## config.mk

```make
export PLATFORM = sky130hd
export DESIGN_NAME = reservation_station
export DESIGN_NICKNAME = d
export VERILOG_FILES = /design/src/rtl/reservation_station_pkg.sv /design/src/rtl/reservation_station_pick.sv /design/src/rtl/reservation_station.sv
export SDC_FILE = /design/constraint.sdc
export NUM_CORES = 2
export LEC_CHECK = 0
export BUFFER_PORTS_ARGS = -buffer_cell sky130_fd_sc_hd__buf_4
export CORE_MARGIN = 1
export CORE_UTILIZATION = 40
export DETAILED_ROUTE_END_ITERATION = 16
export PLACE_DENSITY = 0.62
export SLEW_MARGIN = 20
export SYNTH_ARGS = -nofsm -noshare
export SYNTH_HDL_FRONTEND = slang
export SYNTH_SLANG_ARGS = --single-unit
```

## constraint.sdc

```tcl
create_clock -name clk -period 2.9 [get_ports clk]
set_input_delay 0.145 -clock clk [delete_from_list [all_inputs] [get_ports clk]]
set_output_delay 0.145 -clock clk [all_outputs]
set_load 0.02 [all_outputs]
```

## src/rtl/reservation_station_pkg.sv

```systemverilog
// Shared definitions for the reservation station: datapath widths, default
// station depth, ALU op encodings and the entry record layout.
package reservation_station_pkg;

  localparam int OP_W        = 4;
  localparam int ROB_BIT     = 4;
  localparam int DAT_W       = 32;
  localparam int RAM_ADR_W   = 16;
  localparam int RS_SIZE_DEF = 8;
  localparam int RS_BIT_DEF  = $clog2(RS_SIZE_DEF);

  typedef enum logic [OP_W-1:0] {
    OP_ADD  = 4'd0,
    OP_SUB  = 4'd1,
    OP_ADDI = 4'd2,
    OP_AND  = 4'd3,
    OP_OR   = 4'd4,
    OP_XOR  = 4'd5,
    OP_SLT  = 4'd6,
    OP_LUI  = 4'd7
  } op_e;

  // One station slot: operation, destination tag and both source operands.
  typedef struct packed {
    logic                 busy;
    logic [OP_W-1:0]      op;
    logic                 ic;
    logic [ROB_BIT-1:0]   qd;
    logic                 rdys;
    logic [ROB_BIT-1:0]   qs;
    logic [DAT_W-1:0]     vs;
    logic                 rdyt;
    logic [ROB_BIT-1:0]   qt;
    logic [DAT_W-1:0]     vt;
    logic [DAT_W-1:0]     imm;
    logic [RAM_ADR_W-1:0] pc;
  } rs_entry_t;

endpackage

```

## src/rtl/reservation_station_pick.sv

```systemverilog
// rs_pick: combinational lowest-index priority encoder.
// Ports:
//   i_vec   - request vector, bit i set means slot i is a candidate
//   o_idx   - index of the lowest set bit (0 when none set)
//   o_found - at least one bit of i_vec is set
module rs_pick #(
  parameter int N = 8,
  parameter int W = 3
) (
  input  logic [N-1:0] i_vec,
  output logic [W-1:0] o_idx,
  output logic         o_found
);

  // Scan from the top down so the lowest set bit is the last one written.
  always_comb begin
    o_idx   = '0;
    o_found = |i_vec;
    for (int i = N - 1; i >= 0; i--) begin
      o_idx = i_vec[i] ? W'(i) : o_idx;
    end
  end

endmodule

```

## src/rtl/reservation_station.sv

```systemverilog
// reservation_station: holds dispatched ALU operations until both source
// operands are available, captures results from the common data bus, and
// issues the oldest-slot (lowest index) ready entry to the ALU each cycle.
// Ports:
//   clk, rst         - clock, asynchronous active-low reset
//   en               - global enable, low freezes all entries
//   clr_i            - flush all entries (mispredict)
//   dsp_*            - dispatch request with operands/tags
//   full_o           - every slot busy
//   cdb_*            - result broadcast (tag + value)
//   alu_*            - registered issue port to the ALU
module reservation_station
  import reservation_station_pkg::*;
#(
  parameter int RS_SIZE = RS_SIZE_DEF
) (
  input  logic                 clk,
  input  logic                 rst,
  input  logic                 en,
  input  logic                 clr_i,
  input  logic                 dsp_en_i,
  input  logic [OP_W-1:0]      dsp_op_i,
  input  logic                 dsp_ic_i,
  input  logic [ROB_BIT-1:0]   dsp_qd_i,
  input  logic                 dsp_rdys_i,
  input  logic [ROB_BIT-1:0]   dsp_qs_i,
  input  logic [DAT_W-1:0]     dsp_vs_i,
  input  logic                 dsp_rdyt_i,
  input  logic [ROB_BIT-1:0]   dsp_qt_i,
  input  logic [DAT_W-1:0]     dsp_vt_i,
  input  logic [DAT_W-1:0]     dsp_imm_i,
  input  logic [RAM_ADR_W-1:0] dsp_pc_i,
  output logic                 full_o,
  input  logic                 cdb_en_i,
  input  logic [ROB_BIT-1:0]   cdb_q_i,
  input  logic [DAT_W-1:0]     cdb_v_i,
  output logic                 alu_en_o,
  output logic [OP_W-1:0]      alu_op_o,
  output logic                 alu_ic_o,
  output logic [ROB_BIT-1:0]   alu_qd_o,
  output logic [DAT_W-1:0]     alu_vs_o,
  output logic [DAT_W-1:0]     alu_vt_o,
  output logic [DAT_W-1:0]     alu_imm_o,
  output logic [RAM_ADR_W-1:0] alu_pc_o
);

  localparam int RS_BIT = $clog2(RS_SIZE);

  rs_entry_t          r_ent [RS_SIZE];
  logic [RS_SIZE-1:0] w_busy;
  logic [RS_SIZE-1:0] w_free;
  logic [RS_SIZE-1:0] w_ready;
  logic [RS_BIT-1:0]  w_free_idx;
  logic [RS_BIT-1:0]  w_rdy_idx;
  logic               w_free_found;
  logic               w_rdy_found;
  logic               w_dsp_go;
  logic               w_fwd_s;
  logic               w_fwd_t;

  // Occupancy and readiness vectors, all from registered entry state.
  always_comb begin
    w_busy  = '0;
    w_ready = '0;
    for (int i = 0; i < RS_SIZE; i++) begin
      w_busy[i]  = r_ent[i].busy;
      w_ready[i] = r_ent[i].busy & r_ent[i].rdys & r_ent[i].rdyt;
    end
  end

  assign w_free   = ~w_busy;
  assign full_o   = &w_busy;
  assign w_dsp_go = dsp_en_i & ~full_o & w_free_found;
  // A result broadcast in the dispatch cycle would otherwise be missed.
  assign w_fwd_s  = cdb_en_i & ~dsp_rdys_i & (dsp_qs_i == cdb_q_i);
  assign w_fwd_t  = cdb_en_i & ~dsp_rdyt_i & (dsp_qt_i == cdb_q_i);

  rs_pick #(.N(RS_SIZE), .W(RS_BIT)) u_pick_free (
    .i_vec  (w_free),
    .o_idx  (w_free_idx),
    .o_found(w_free_found)
  );

  rs_pick #(.N(RS_SIZE), .W(RS_BIT)) u_pick_ready (
    .i_vec  (w_ready),
    .o_idx  (w_rdy_idx),
    .o_found(w_rdy_found)
  );

  // Entry state and issue register: flush, wakeup, issue and dispatch.
  // The dispatch slot is non-busy and the issue slot is busy, so the three
  // updates never target the same entry in one cycle.
  always_ff @(posedge clk or negedge rst) begin
    if (!rst) begin
      for (int i = 0; i < RS_SIZE; i++) begin
        r_ent[i] <= '0;
      end
      alu_en_o  <= 1'b0;
      alu_op_o  <= '0;
      alu_ic_o  <= 1'b0;
      alu_qd_o  <= '0;
      alu_vs_o  <= '0;
      alu_vt_o  <= '0;
      alu_imm_o <= '0;
      alu_pc_o  <= '0;
    end else if (en) begin
      if (clr_i) begin
        for (int i = 0; i < RS_SIZE; i++) begin
          r_ent[i].busy <= 1'b0;
        end
        alu_en_o <= 1'b0;
      end else begin
        for (int i = 0; i < RS_SIZE; i++) begin
          if (cdb_en_i && r_ent[i].busy && !r_ent[i].rdys && (r_ent[i].qs == cdb_q_i)) begin
            r_ent[i].rdys <= 1'b1;
            r_ent[i].vs   <= cdb_v_i;
          end
          if (cdb_en_i && r_ent[i].busy && !r_ent[i].rdyt && (r_ent[i].qt == cdb_q_i)) begin
            r_ent[i].rdyt <= 1'b1;
            r_ent[i].vt   <= cdb_v_i;
          end
        end
        if (w_rdy_found) begin
          alu_en_o               <= 1'b1;
          alu_op_o               <= r_ent[w_rdy_idx].op;
          alu_ic_o               <= r_ent[w_rdy_idx].ic;
          alu_qd_o               <= r_ent[w_rdy_idx].qd;
          alu_vs_o               <= r_ent[w_rdy_idx].vs;
          alu_vt_o               <= r_ent[w_rdy_idx].vt;
          alu_imm_o              <= r_ent[w_rdy_idx].imm;
          alu_pc_o               <= r_ent[w_rdy_idx].pc;
          r_ent[w_rdy_idx].busy  <= 1'b0;
        end else begin
          alu_en_o <= 1'b0;
        end
        if (w_dsp_go) begin
          r_ent[w_free_idx].busy <= 1'b1;
          r_ent[w_free_idx].op   <= dsp_op_i;
          r_ent[w_free_idx].ic   <= dsp_ic_i;
          r_ent[w_free_idx].qd   <= dsp_qd_i;
          r_ent[w_free_idx].qs   <= dsp_qs_i;
          r_ent[w_free_idx].rdys <= dsp_rdys_i | w_fwd_s;
          r_ent[w_free_idx].vs   <= w_fwd_s ? cdb_v_i : dsp_vs_i;
          r_ent[w_free_idx].qt   <= dsp_qt_i;
          r_ent[w_free_idx].rdyt <= dsp_rdyt_i | w_fwd_t;
          r_ent[w_free_idx].vt   <= w_fwd_t ? cdb_v_i : dsp_vt_i;
          r_ent[w_free_idx].imm  <= dsp_imm_i;
          r_ent[w_free_idx].pc   <= dsp_pc_i;
        end
      end
    end else begin
      alu_en_o <= 1'b0;
    end
  end

endmodule

```

==> run metrics <==
status=finished clean; count of flip-flops with a built-in enable after synthesis=0; routed vias/inst=approximately 6.5; yosys warns=0; clk sinks=~1200; Max transition margin=between 30% and 40%; RSZ-0062 raised after global routing=false; Crit Path Category=reg2reg; crit-path most repeated cell=buf_4; CTS tree=yes; Final setup viols=0; power per cell area=between 700 and 800 nW/um^2; die footprint=between 100000 and 150000 um^2; R2R Path Start=r_ent[659]$_DFFE_PN0P_; wire per inst=28.58 um; initial antenna violation count=14; Pleak=around 30 nW; most common flop cell mapped by yosys=dfrtp_1; Port Buffers=approximately 300; Critical Path RT=approximately 3.5 ns; Max H-tree Level=4; CTS root buffer=clkbuf_16; FF+latch area=29480 um^2; Critical Path End Type=flop; Global Route Usage Sum=30.05%; dpl ws=~0.2 ns; Setup crit start=r_ent[659]$_DFFE_PN0P_; TritonCTS Buffers=around 140; uppermost layer routed=met5; largest area contributor in the netlist=dfrtp_1; met2 routed WL=between 90000 and 100000 um; first-pass GRT wire length=approximately 320000 um; post-synthesis sequential area ratio=52.89%; area of the multi-input gates=around 24000 um^2; Crit path max-delay family=buffers and inverters; final hold vios=0; Die Ht=about 380 um; largest net degree at the start of global routing=190; Final Critical Period=2.836 ns; worst-path cell chain=buf_4 > nand2_1 > nor3_1 > nand4_1 > buf_4 > o22ai_1 > dlygate4sd3_1 > a21oi_1; worst vdd ir=0.0006273 V; Layout Skew=around 0.038 ns; Syn Std Cell Area=55740 um^2; Critical Path Max Stage Delay=around 0.56 ns; metal3 WL=22130 um; fraction of registers with async set/reset=100.0%; die width=around 380 um; Hold Startpoint=dsp_vt_i[4]; slowest CP cell=dlygate4sd3_1; total grt overflow=0; antenna viol nets, final=0; initial core utilization=40.44%; # nets final=around 5800; Fmax=roughly 0.35 GHz; Buf/Inv on CP=3; Final GP Congestion=0.9013; drc violations=0; setup TNS=0 ns; Clock transition at path regs=~0.060 ns; Initial DRC Count=about 6200; metal1 wirelength=about 85000 um; top cell type's share of synthesized area=52.89%; DPL Wire Length=between 100000 and 150000 um; Filler Cells Inserted=around 12000; Setup crit start kind=flop; Worst Path Arrival=3.47 ns; drt total wl=215400 um; Boundary Pins=about 300; Detailed Routing Iterations Pass 1=9; synthesis-stage register bit count=~1200; actual slew at the worst max-slew pin=~1.0 ns; syn nets=around 5500; Area contributors post-synth=dfrtp_1 (53%), mux2_2 (12%), o22ai_1 (5.6%); Slew Viols, Final=0; Bufs on Longest Clock Path=3; Clock Latency Late Sink=0.79 ns; critical path peak fanout=31; fin crit share=between 90% and 100%; DR vias=~49000; core area=between 100000 and 150000 um^2; Cells after Synth=roughly 5300; post-synth cell types=56; cell row count=roughly 140; Hold WC Path Type=in2reg; vias in the first global route=roughly 49000; Area growth syn-to-layout=21.64%; layout cells sized above 1=about 25%; Post-Syn Area per Cell=around 10 um^2; final worst slack=around 0.064 ns; Max Cap Viol=0
[flip-flops by register name, summed over array words and instances (netlist names)]
register and flops:
alu_vs_o 32, alu_en_o 1, r_ent 1056, alu_op_o 4, alu_pc_o 16, alu_ic_o 1, alu_qd_o 4, alu_imm_o 32
alu_vt_o 32
[routing by layer]
layer / track usage (%) / vias up
met1: 39.22 / 24720
met5: 0 / -
met2: 46.67 / 2925
met4: 14.19 / 22
met3: 7.622 / 592
li1: - / 20420
[what timing repair did]
| item | in CTS | in global routing |
|---|---|---|
| endpoints found under the setup margin | 0 | 16 |
| hold buffers | 179 | 0 |
| buffers inserted | 0 | 2 |
| endpoints found under the hold margin | 1483 | 0 |
| gates resized for setup | 0 | 2 |
[worst paths after layout]
kind                                            to  slack [ns]  depth (start not counted)
setup reg to reg            r_ent[594]$_DFFE_PN0P_        0.06                          8
hold / removal              r_ent[976]$_DFFE_PN0P_        0.04                          4
setup / recovery            r_ent[594]$_DFFE_PN0P_        0.06                          8
hold reg to reg             r_ent[459]$_DFFE_PN0P_        0.50                          1
max in group asynchronous  r_ent[1045]$_DFFE_PN0P_        1.12                          4
min in group asynchronous   r_ent[121]$_DFFE_PN0P_        0.54                          3
[layout make-up]
cell class,instances,share of cell area (%)
inverters,21,0.1236
well taps,1794,3.311
flip-flops and latches,1178,43.48
diodes,2,0.007382
clock inverters,41,0.6754
multi-input cells,3584,35.98
repair buffers,717,10.47
clock buffers,201,5.951
[cells in the final DEF (no fill, tap or decap), types with 16 or more instances in the layout]
cell / synthesis / final
nand2_1: 480 / 472
clkbuf_1: 354 / 33
o22ai_1: 497 / 497
a21oi_4: 0 / 17
a211o_1: 36 / 36
nand3_1: 233 / 230
a31o_2: 36 / 36
a221o_1: 16 / 16
nand4_1: 17 / 17
a21o_1: 40 / 39
a21oi_1: 617 / 603
clkbuf_16: 0 / 142
clkinv_2: 0 / 19
buf_4: 1 / 436
clkbuf_8: 0 / 26
a22o_1: 27 / 27
xor2_1: 16 / 16
o32a_1: 93 / 93
nor2_1: 343 / 334
buf_12: 0 / 101
inv_1: 19 / 19
o21ai_0: 58 / 57
nor3_1: 19 / 19
dfrtp_1: 1178 / 1178
a22oi_1: 85 / 85
dlygate4sd3_1: 0 / 179
a2bb2oi_1: 162 / 162
xnor2_1: 50 / 50
mux2_2: 572 / 572
a221oi_1: 37 / 37
o22a_1: 27 / 27
a222oi_1: 29 / 29
o2bb2ai_1: 32 / 32
[cells in the mapped netlist (3+ instances only)]
library cell	number
a211o_1	36
a21o_1	40
a21oi_1	617
a21oi_2	3
a221o_1	16
a221oi_1	37
a222oi_1	29
a22o_1	27
a22oi_1	85
a2bb2oi_1	162
a31o_2	36
and2_1	4
and3_1	8
buf_1	87
buf_2	116
clkbuf_1	354
dfrtp_1	1178
inv_1	19
mux2_2	572
mux2i_1	15
nand2_1	480
nand2b_1	3
nand3_1	233
nand4_1	17
nor2_1	343
nor3_1	19
nor3_2	3
o211ai_1	3
o21ai_0	58
o22a_1	27
o22ai_1	497
o2bb2ai_1	32
o32a_1	93
xnor2_1	50
xor2_1	16
[stage by stage]
step	area, um^2	hold WS [ns]	utilization (%)	std cells	power [mW]
global placement	61490	0.2177	44.61	7113	29.77
CTS	67780	0.0002792	49.17	7534	47.64
finish	67800	0.04292	49.19	7538	47.52
detailed placement	61490	0.2205	44.61	7113	30.01
global route	67800	0.03112	49.19	7536	49.23
floorplan	55740	-0.1506	-	5341	25.53
[where the power goes]
group	switching, mW	total (mW)	leakage, nW	internal (mW)
logic	4.96	8.88	12.1	3.92
clock network	7.20	17.5	2.21	10.3
registers	2.10	21.2	15.5	19.1
total	14.3	47.5	29.7	33.3
[worst min-delay path: stages]
cell and delay [ns]:
buf_4 0.11, mux2_2 0.26, o22ai_1 0.10, a21oi_1 0.14
[kinds of logic (layout without fill, tap and decap cells)]
kind of cell	count (synthesis)	count (layout)	synth area share, %
other	0	2	0
xor gates and xnor gates	66	66	1.037
and+or+nand+nor	1119	1119	8.335
buffers and inverters	579	980	4.166
muxes	587	587	11.83
DFF	1178	1178	52.89
AOI/OAI and AO/OA	1812	1812	21.75
(Power assumes the default switching activity.)
